File: src/rtl/mem_arbiter_if.sv
// Request/response bus between a requester (master) and a responder (slave).
// The arbiter is the slave of the IFU and LSU buses and the master of the memory bus.
interface mem_arbiter_if #(
    parameter int ADDR_W = 32,
    parameter int DATA_W = 32,
    parameter int MASK_W = 8
);
    logic              req_valid;
    logic              req_ready;
    logic [ADDR_W-1:0] addr;
    logic              wen;
    logic [DATA_W-1:0] wdata;
    logic [MASK_W-1:0] wmask;
    logic              resp_valid;
    logic [DATA_W-1:0] rdata;

    modport master (
        output req_valid, addr, wen, wdata, wmask,
        input  req_ready, resp_valid, rdata
    );

    modport slave (
        input  req_valid, addr, wen, wdata, wmask,
        output req_ready, resp_valid, rdata
    );
endinterface

File: src/rtl/mem_arbiter.sv
// Round-robin arbiter sharing one memory port between fetch and load/store,
// one outstanding transaction, with a response timeout that returns POISON.
module mem_arbiter #(
    parameter int                ADDR_W  = 32,
    parameter int                DATA_W  = 32,
    parameter int                MASK_W  = 8,
    parameter int                TIMEOUT = 255,
    parameter logic [DATA_W-1:0] POISON  = 32'hdeadbeef
) (
    input  logic          clk,
    input  logic          rst,
    mem_arbiter_if.slave  ifu,
    mem_arbiter_if.slave  lsu,
    mem_arbiter_if.master mem,
    output logic          err
);
    localparam int                CNT_W    = $clog2(TIMEOUT + 1);
    localparam logic [CNT_W-1:0]  CNT_LAST = CNT_W'(TIMEOUT - 1);
    localparam logic              OWN_IFU  = 1'b0;
    localparam logic              OWN_LSU  = 1'b1;

    typedef enum logic [1:0] {
        S_IDLE  = 2'd0,
        S_MREQ  = 2'd1,
        S_MWAIT = 2'd2,
        S_RESP  = 2'd3
    } state_e;

    state_e            state_q, state_d;
    logic [CNT_W-1:0]  cnt_q, cnt_d;
    logic              last_grant_q;
    logic              owner_q;
    logic              err_q;
    logic [ADDR_W-1:0] addr_q;
    logic              wen_q;
    logic [DATA_W-1:0] wdata_q;
    logic [MASK_W-1:0] wmask_q;
    logic [DATA_W-1:0] ifu_rdata_q;
    logic [DATA_W-1:0] lsu_rdata_q;

    logic              grant_ifu_s;
    logic              grant_lsu_s;
    logic              resp_hit_s;
    logic              timeout_s;
    logic              done_s;
    logic [DATA_W-1:0] rdata_cap_s;
    logic              unused_ifu_s;

    // State register and MWAIT cycle counter
    always_ff @(posedge clk or negedge rst) begin
        if (!rst) begin
            state_q <= S_IDLE;
            cnt_q   <= '0;
        end else begin
            state_q <= state_d;
            cnt_q   <= cnt_d;
        end
    end

    // Next-state logic
    always_comb begin
        state_d = state_q;
        cnt_d   = cnt_q;
        case (state_q)
            S_IDLE: begin
                if (grant_ifu_s || grant_lsu_s) state_d = S_MREQ;
                else                            state_d = S_IDLE;
            end
            S_MREQ: begin
                if (mem.req_ready) begin
                    state_d = S_MWAIT;
                    cnt_d   = '0;
                end else begin
                    state_d = S_MREQ;
                end
            end
            S_MWAIT: begin
                if (done_s) begin
                    state_d = S_RESP;
                end else begin
                    state_d = S_MWAIT;
                    cnt_d   = cnt_q + CNT_W'(1);
                end
            end
            S_RESP:  state_d = S_IDLE;
            default: state_d = S_IDLE;
        endcase
    end

    // Output decode: grants, response capture and timeout detection
    always_comb begin
        grant_ifu_s = 1'b0;
        grant_lsu_s = 1'b0;
        resp_hit_s  = (state_q == S_MWAIT) && mem.resp_valid;
        timeout_s   = (state_q == S_MWAIT) && !mem.resp_valid && (cnt_q == CNT_LAST);
        // A response always wins over a timeout landing in the same cycle.
        if (timeout_s)  rdata_cap_s = POISON;
        else if (wen_q) rdata_cap_s = '0;
        else            rdata_cap_s = mem.rdata;
        if ((state_q == S_IDLE) && rst) begin
            if (ifu.req_valid && lsu.req_valid) begin
                if (last_grant_q == OWN_LSU) grant_ifu_s = 1'b1;
                else                         grant_lsu_s = 1'b1;
            end else begin
                grant_ifu_s = ifu.req_valid;
                grant_lsu_s = lsu.req_valid;
            end
        end else begin
            grant_ifu_s = 1'b0;
            grant_lsu_s = 1'b0;
        end
    end

    assign done_s = resp_hit_s | timeout_s;

    // Grant bookkeeping and request payload latch
    always_ff @(posedge clk or negedge rst) begin
        if (!rst) begin
            last_grant_q <= OWN_LSU;
            owner_q      <= OWN_IFU;
            addr_q       <= '0;
            wen_q        <= 1'b0;
            wdata_q      <= '0;
            wmask_q      <= '0;
        end else if (grant_ifu_s) begin
            last_grant_q <= OWN_IFU;
            owner_q      <= OWN_IFU;
            addr_q       <= ifu.addr;
            wen_q        <= 1'b0;
            wdata_q      <= '0;
            wmask_q      <= '0;
        end else if (grant_lsu_s) begin
            last_grant_q <= OWN_LSU;
            owner_q      <= OWN_LSU;
            addr_q       <= lsu.addr;
            wen_q        <= lsu.wen;
            wdata_q      <= lsu.wdata;
            wmask_q      <= lsu.wmask;
        end
    end

    // Response data registers and sticky timeout flag
    always_ff @(posedge clk or negedge rst) begin
        if (!rst) begin
            ifu_rdata_q <= '0;
            lsu_rdata_q <= '0;
            err_q       <= 1'b0;
        end else begin
            if (done_s) begin
                if (owner_q == OWN_LSU) lsu_rdata_q <= rdata_cap_s;
                else                    ifu_rdata_q <= rdata_cap_s;
            end
            if (timeout_s) err_q <= 1'b1;
        end
    end

    assign ifu.req_ready  = grant_ifu_s;
    assign lsu.req_ready  = grant_lsu_s;
    assign ifu.resp_valid = (state_q == S_RESP) && (owner_q == OWN_IFU);
    assign lsu.resp_valid = (state_q == S_RESP) && (owner_q == OWN_LSU);
    assign ifu.rdata      = ifu_rdata_q;
    assign lsu.rdata      = lsu_rdata_q;
    assign mem.req_valid  = (state_q == S_MREQ);
    assign mem.addr       = addr_q;
    assign mem.wen        = wen_q;
    assign mem.wdata      = wdata_q;
    assign mem.wmask      = wmask_q;
    assign err            = err_q;

    // Fetch never writes, so its write fields on the shared bus type are ignored.
    assign unused_ifu_s   = ^{ifu.wen, ifu.wdata, ifu.wmask};
endmodule

File: src/flat_wrapper.sv
// flat-port wrapper written by rule: the top's interface ports become plain ports
module mem_arbiter_flat 
#(
    parameter int                ADDR_W  = 32,
    parameter int                DATA_W  = 32,
    parameter int                MASK_W  = 8,
    parameter int                TIMEOUT = 255,
    parameter logic [DATA_W-1:0] POISON  = 32'hdeadbeef
)
  (clk, rst, err, ifu_req_valid, ifu_addr, ifu_wen, ifu_wdata, ifu_wmask, ifu_req_ready, ifu_resp_valid, ifu_rdata, lsu_req_valid, lsu_addr, lsu_wen, lsu_wdata, lsu_wmask, lsu_req_ready, lsu_resp_valid, lsu_rdata, mem_req_valid, mem_addr, mem_wen, mem_wdata, mem_wmask, mem_req_ready, mem_resp_valid, mem_rdata);
  mem_arbiter_if #(.ADDR_W(ADDR_W), .DATA_W(DATA_W), .MASK_W(MASK_W)) ifu_i ();
  mem_arbiter_if #(.ADDR_W(ADDR_W), .DATA_W(DATA_W), .MASK_W(MASK_W)) lsu_i ();
  mem_arbiter_if #(.ADDR_W(ADDR_W), .DATA_W(DATA_W), .MASK_W(MASK_W)) mem_i ();
  input  logic clk;
  input  logic rst;
  output logic err;
  input wire logic [$bits(ifu_i.req_valid)-1:0] ifu_req_valid;
  input wire logic [$bits(ifu_i.addr)-1:0] ifu_addr;
  input wire logic [$bits(ifu_i.wen)-1:0] ifu_wen;
  input wire logic [$bits(ifu_i.wdata)-1:0] ifu_wdata;
  input wire logic [$bits(ifu_i.wmask)-1:0] ifu_wmask;
  output wire logic [$bits(ifu_i.req_ready)-1:0] ifu_req_ready;
  output wire logic [$bits(ifu_i.resp_valid)-1:0] ifu_resp_valid;
  output wire logic [$bits(ifu_i.rdata)-1:0] ifu_rdata;
  input wire logic [$bits(lsu_i.req_valid)-1:0] lsu_req_valid;
  input wire logic [$bits(lsu_i.addr)-1:0] lsu_addr;
  input wire logic [$bits(lsu_i.wen)-1:0] lsu_wen;
  input wire logic [$bits(lsu_i.wdata)-1:0] lsu_wdata;
  input wire logic [$bits(lsu_i.wmask)-1:0] lsu_wmask;
  output wire logic [$bits(lsu_i.req_ready)-1:0] lsu_req_ready;
  output wire logic [$bits(lsu_i.resp_valid)-1:0] lsu_resp_valid;
  output wire logic [$bits(lsu_i.rdata)-1:0] lsu_rdata;
  output wire logic [$bits(mem_i.req_valid)-1:0] mem_req_valid;
  output wire logic [$bits(mem_i.addr)-1:0] mem_addr;
  output wire logic [$bits(mem_i.wen)-1:0] mem_wen;
  output wire logic [$bits(mem_i.wdata)-1:0] mem_wdata;
  output wire logic [$bits(mem_i.wmask)-1:0] mem_wmask;
  input wire logic [$bits(mem_i.req_ready)-1:0] mem_req_ready;
  input wire logic [$bits(mem_i.resp_valid)-1:0] mem_resp_valid;
  input wire logic [$bits(mem_i.rdata)-1:0] mem_rdata;
  assign ifu_i.req_valid = ifu_req_valid;
  assign ifu_i.addr = ifu_addr;
  assign ifu_i.wen = ifu_wen;
  assign ifu_i.wdata = ifu_wdata;
  assign ifu_i.wmask = ifu_wmask;
  assign ifu_req_ready = ifu_i.req_ready;
  assign ifu_resp_valid = ifu_i.resp_valid;
  assign ifu_rdata = ifu_i.rdata;
  assign lsu_i.req_valid = lsu_req_valid;
  assign lsu_i.addr = lsu_addr;
  assign lsu_i.wen = lsu_wen;
  assign lsu_i.wdata = lsu_wdata;
  assign lsu_i.wmask = lsu_wmask;
  assign lsu_req_ready = lsu_i.req_ready;
  assign lsu_resp_valid = lsu_i.resp_valid;
  assign lsu_rdata = lsu_i.rdata;
  assign mem_req_valid = mem_i.req_valid;
  assign mem_addr = mem_i.addr;
  assign mem_wen = mem_i.wen;
  assign mem_wdata = mem_i.wdata;
  assign mem_wmask = mem_i.wmask;
  assign mem_i.req_ready = mem_req_ready;
  assign mem_i.resp_valid = mem_resp_valid;
  assign mem_i.rdata = mem_rdata;
  mem_arbiter #(.ADDR_W(ADDR_W), .DATA_W(DATA_W), .MASK_W(MASK_W), .TIMEOUT(TIMEOUT), .POISON(POISON)) u_core (.clk(clk), .rst(rst), .ifu(ifu_i), .lsu(lsu_i), .mem(mem_i), .err(err));
endmodule
File: config.mk
export PLATFORM = sky130hd
export DESIGN_NAME = mem_arbiter_flat
export DESIGN_NICKNAME = d
export VERILOG_FILES = /design/src/rtl/mem_arbiter_if.sv /design/src/rtl/mem_arbiter.sv /design/src/flat_wrapper.sv
export SDC_FILE = /design/constraint.sdc
export NUM_CORES = 1
export LEC_CHECK = 0
export BUFFER_PORTS_ARGS = -buffer_cell sky130_fd_sc_hd__buf_2
export CAP_MARGIN = 20
export CELL_PAD_IN_SITES_DETAIL_PLACEMENT = 1
export CELL_PAD_IN_SITES_GLOBAL_PLACEMENT = 1
export CORE_MARGIN = 2
export CORE_UTILIZATION = 31
export CTS_CLUSTER_DIAMETER = 40
export DETAILED_ROUTE_END_ITERATION = 16
export PLACE_DENSITY_LB_ADDON = 0.1
export SLEW_MARGIN = 0
export SYNTH_ARGS = -nofsm -noshare
export SYNTH_HDL_FRONTEND = slang
export SYNTH_SLANG_ARGS = --single-unit
File: constraint.sdc
create_clock -name clk -period 1.6 [get_ports clk]
set_input_delay 0.08 -clock clk [delete_from_list [all_inputs] [get_ports clk]]
set_output_delay 0.08 -clock clk [all_outputs]
set_load 0.02 [all_outputs]
[After elaboration in Yosys (flattened, before gate mapping)]
Cells that the tools add are included.
Word-level totals
  word-level logic and storage cells: 60
  flip-flop bits (word level): 150
Cells by class
  mux-type cells: 25
  bitwise operators: 2
  reductions and logical operators: 15
  add/sub/neg operators: 1
  eq/ne operators: 6
Operators with widths (count)
  32-bit two-way mux: 6
  8-bit two-way mux: 4
  8-bit case mux with 2 select lines: 1
  1-bit two-way mux: 12
  8-bit by 1-bit adder with 8-bit output, second input constant: 1
  8-bit equality test, second input constant: 1
  2-bit case mux with 4 select lines: 1
  1-bit logical AND: 7
  2-bit equality test, second input constant: 2
  2-bit AND reduction: 2
  2-bit nonzero test: 2
  3-bit AND reduction: 1
  2-bit by 1-bit equality test with 1-bit output, second input constant: 1
  2-bit zero test: 1
  2-bit two-way mux: 1
  2-bit by 1-bit != test with 1-bit output, second input constant: 1
  2-bit != test, second input constant: 1
  1-bit zero test: 1
  1-bit logical OR: 1
  1-bit inverter: 1
  1-bit OR: 1

[Logic depth before layout (Yosys ltp)]
  word-level depth: 6
  mapped depth: 7

[Least setup slack after synthesis]
OpenSTA, ideal clock, no wires.
  path type: register to register
  start: reg u_core.cnt_q[0]
  end: reg u_core.state_q[0]
  period minus slack after synthesis: 1.573 ns
  cell stages (with the launch flop): 8
  data arrival time: 1.444 ns
  slack: 0.027 ns
  buffers on the path: 2
  library setup time: 0.129 ns
  data required time: 1.471 ns
  path through: dfrtp_1 > inv_1 > ha_1 > and3_1 > a21oi_1 > buf_4 > buf_2 > o22ai_1
On the way
  longest elaborated chain between the ends: 5
Ends and longest elaborated chain
  start, declared: line mem_arbiter.sv:30  | logic [CNT_W-1:0] cnt_q, cnt_d;
  start signal, assigned: line mem_arbiter.sv:56  | cnt_q <= cnt_d;
  8-bit equality test: line mem_arbiter.sv:95  | timeout_s = (state_q == S_MWAIT) && !mem.resp_valid && (cnt_q == CNT_LAST);
  1-bit logical AND: line mem_arbiter.sv:95
  1-bit OR: line mem_arbiter.sv:114  | assign done_s = resp_hit_s | timeout_s;
  1-bit two-way mux: line mem_arbiter.sv:78  | if (done_s) begin
  2-bit case mux with 4 select lines: line mem_arbiter.sv:64  | case (state_q)
  named net u_core.state_d[0]: line mem_arbiter.sv:29  | state_e state_q, state_d;
  end signal, assigned: line mem_arbiter.sv:55  | state_q <= state_d;
  end, declared: line mem_arbiter.sv:29
The timed path passes the listed nets, and every way through them passes these cells.
A chain may end at the register's enable or synchronous reset.

[Worst setup path after layout]
  start: reg u_core.state_q[0]
  end: out lsu_req_ready
On the way
  longest elaborated chain between the ends: 3
Ends and longest elaborated chain
  2-bit zero test: line mem_arbiter.sv:100  | if ((state_q == S_IDLE) && rst) begin
  1-bit logical AND: line mem_arbiter.sv:100
  1-bit two-way mux: line mem_arbiter.sv:100
  end, declared: line flat_wrapper.sv:30  | output wire logic [$bits(lsu_i.req_ready)-1:0] lsu_req_ready;
No other way between the ends.

==> results.cfg <==
[critical_path]
crit_buf_inv = 4
worstPathArrival_ns = 1.70
start_kind = register
crit_type = register to output port
cp_top_family = buffers and inverters
cp_cell_sequence = buf_6 -> nor3b_4 -> nand3_2 -> inv_4 -> buf_12 -> buf_8
cp_slowest_cell = dfrtp_1
max_stage_delay_ns = 0.42
worstPathRequired_ns = 1.52
worstSetupEndpointType = output port
worstPathMaxFanout = 3

[routing]
remaining_drc_errors = 0
routed_via_density = 5.15
wl_per_cell_um = 21.3
drtAntennaViolNets = 0
wl_um = 28700
drtIter0Drc = 218
dr.pass1.iters = 4
vias = 6944

[status]
violations = setup timing
status = complete, but fails checks

[global_route]
grt_start_max_net_pins = 62
globalRouteMet3Util_pct = 4.99
first_global_vias = 7572
grt_use_met2_pct = 40.6
grt_overflow = 0
grt_use_total_pct = 22.8
grt_pass1_wl_um = 42600
met1_usage_pct = 27.4
antenna_found_initial = 4
grt_busiest_layer = met2

[sta]
fmaxAchievable_mhz = 562
finalSetupViolCount = 112
tightest_slew_ns = 0.806
clock_skew_ns = 0.0194
period_share_pct = 111
rsz0062_at_grt = yes
relSlewSlack_pct = 46.3
setup_tns_ns = -11.13
setup_ws_ns = -0.180
drv_slew = 0
min_period_ns = 1.78
timing_hold_violations_final = 0

[cts]
cts_buffer_depth = 2
htreeDepth = 4
root_buffer = clkbuf_16
cts.sinks = 150
cts_tree = done
clk_latency_ns = 0.42
path_clk_slew_ns = 0.07
numCtsBuffers = 17

[floorplanning]
die-area_um2 = 23600
core_area_um2 = 21900
start_util_pct = 31.7
die_w_um = 154
num_rows = 54
io_pins = 327
die_height_um = 154

[logic_synthesis]
synth_fp_nets = 813
netlist.area_leader.share_pct = 53.7
synthCells = 627
muxShareOfSynthArea_pct = 3.40
ys.flop_type = dfrtp_1
synth-compound-area-share_pct = 22.8
yosys.area_share.simple_pct = 12.8
netlist_area_um2 = 6950
synthXorXnorAreaFrac_pct = 0
async_flop_share_pct = 100
synth_area_leader_cell = dfrtp_1
synth_cell_types = 47
ys_ff_latch = 150
ys_seq_area_share_pct = 54.1
ys_warn_count = 0
synth_top_family_by_area = compound AO/OA/AOI/OAI gates
ys_top_cells_by_area = dfrtp_1 54%, a211oi_1 5.5%, a22o_1 5.2%, o221a_2 4.9%, nor3_1 3.5%
synth_edf_count = 0
synthAdderAreaFrac_pct = 0.360
postSynthAreaPerCell_um2 = 11.1

[placed_design]
place_congestion = 0.794
port_buffers = 285
hpwl_um = 17200
placed_cell_area_um2 = 8900
dp.cells = 1176

[finish]
syn2layout_area_growth_pct = 70.0
num-nets-final = 1238
fin_cells = 1348
stdcell_area_um2 = 11800
fin_util_pct = 53.9
drive_gt1_share_pct = 50.0

[power_and_ir_drop]
finalPower_w = 0.0205
ir_worst_vdd_mv = 0.688
p_per_area_nw_per_um2 = 1740
p_leak_nw = 5.48

[worst_hold_path]
min_path_type = input pin to register

[job]
drv_cap = 0
per-stage QoR:
| stage | hold WS (ns) | worst slack (ns) |
|---|---|---|
| 2_1_floorplan | -0.216 | 0.0271 |
| 3_3_place_gp | 0.245 | -0.114 |
| 3_5_place_dp | 0.258 | -0.137 |
| 4_1_cts | 0.00449 | -0.177 |
| 5_1_grt | 0.0367 | -0.243 |
| 6_report | 0.0337 | -0.180 |
sequential cells by signal, summed over array words and instances, names as in the netlist, named ones only:
| register | flops |
|---|---|
| u_core.ifu.rdata | 32 |
| u_core.lsu.rdata | 32 |
| u_core.mem.addr | 32 |
| u_core.mem.wdata | 32 |
| u_core.cnt_q | 8 |
| u_core.mem.wmask | 8 |
| u_core.err | 1 |
| u_core.last_grant_q | 1 |
| u_core.mem.wen | 1 |
| u_core.owner_q | 1 |
| u_core.state_q | 1 |
cell type report:
type,count,area (µm²)
Fill cell,2341,10100
Sequential cell,150,3760
Multi-Input combinational cell,374,3460
Timing Repair Buffer,457,3430
Clock buffer,17,425
Tap cell,280,350
Inverter,52,203
Clock inverter,15,174
Antenna cell,3,7.51
worst paths after layout:
kind / cells past startpoint / start / slack [ns] / to
worst max-delay path: 6 / u_core.state_q[0]$_DFF_PN0_ / -0.18 / lsu_req_ready
worst min-delay path: 3 / mem_req_ready / 0.03 / u_core.state_q[0]$_DFF_PN0_
worst max register to register: 6 / u_core.state_q[0]$_DFF_PN0_ / -0.18 / u_core.mem.addr[24]$_DFFE_PN0P_
worst min register to register: 1 / u_core.err$_DFFE_PN0P_ / 0.46 / u_core.err$_DFFE_PN0P_
max in group asynchronous: 4 / rst / 0.35 / u_core.lsu.rdata[15]$_DFFE_PN0P_
min in group asynchronous: 3 / rst / 0.40 / u_core.mem.addr[7]$_DFFE_PN0P_
routing by layer:
layer | share of wire [%] | routed length (µm)
met5 | 0 | 0
met1 | 41 | 11700
met2 | 52 | 14900
met4 | 2.2 | 628
met3 | 5.1 | 1470
cells by family after synthesis:
family | after synthesis
compound gates | 189
mux | 20
simple gates | 163
buf+inv | 103
fa+ha+maj | 2
flops | 150
where the power goes:
part / switching [W] / leakage, nW / total [W] / internal [W]
sequential: 0.00106 / 1.85 / 0.00628 / 0.00522
clock: 0.00196 / 0.294 / 0.00408 / 0.00212
combinational: 0.00560 / 3.33 / 0.0102 / 0.00457
cells in the mapped netlist, types with 2 or more instances:
master / number
nand2b_1: 2
buf_4: 8
a22o_1: 41
a21oi_1: 3
clkbuf_1: 24
nor2b_1: 25
mux2_2: 13
o21ai_1: 2
and2_1: 3
nor3_1: 49
buf_6: 3
a211oi_1: 51
o221a_1: 2
nand3_1: 3
dfrtp_1: 149
ha_1: 2
buf_2: 16
or3b_1: 2
nor2_1: 50
o221a_2: 30
nor3b_4: 2
inv_1: 51
a21o_1: 18
nand2_1: 7
and3_1: 4
o21bai_1: 32
mux2i_1: 3
and3b_1: 9
a41oi_1: 2
mux2_4: 4
placed cells by master, fill, tap and decap left out, types with 4 or more instances in the layout:
cell | synthesis | final
nor3_4 | 0 | 24
a21o_1 | 18 | 18
mux2_4 | 4 | 16
nor2b_1 | 25 | 24
and3b_1 | 9 | 8
buf_6 | 3 | 13
buf_12 | 0 | 13
inv_6 | 0 | 5
clkbuf_16 | 0 | 24
o21bai_1 | 32 | 25
buf_4 | 8 | 29
inv_1 | 51 | 50
a211oi_2 | 0 | 45
nor3_1 | 49 | 21
o21bai_4 | 0 | 7
clkinv_8 | 0 | 4
buf_8 | 0 | 5
nor3_2 | 0 | 4
buf_2 | 16 | 281
inv_8 | 0 | 5
dlygate4sd3_1 | 0 | 106
a22o_1 | 41 | 41
o221a_2 | 30 | 28
nand2_1 | 7 | 7
nor2_1 | 50 | 49
dfrtp_1 | 149 | 148
a211oi_1 | 51 | 6
tightest hold or removal path: cells and delay by family:
family	cells	cell delay, ns
multiplexers	1	0.14
AO/OA/AOI/OAI	1	0.09
buffers and inverters	1	0.09
timing repair:
action                                  in CTS  in global routing
endpoints found under the setup margin     130                189
hold buffers                               106                  0
cloned                                       3                  9
buffers inserted                            13                  7
resized for setup                           50                116
pin swaps                                    6                 69
endpoints found under the hold margin      178                  0
Power figures use the tool's default switching activity.
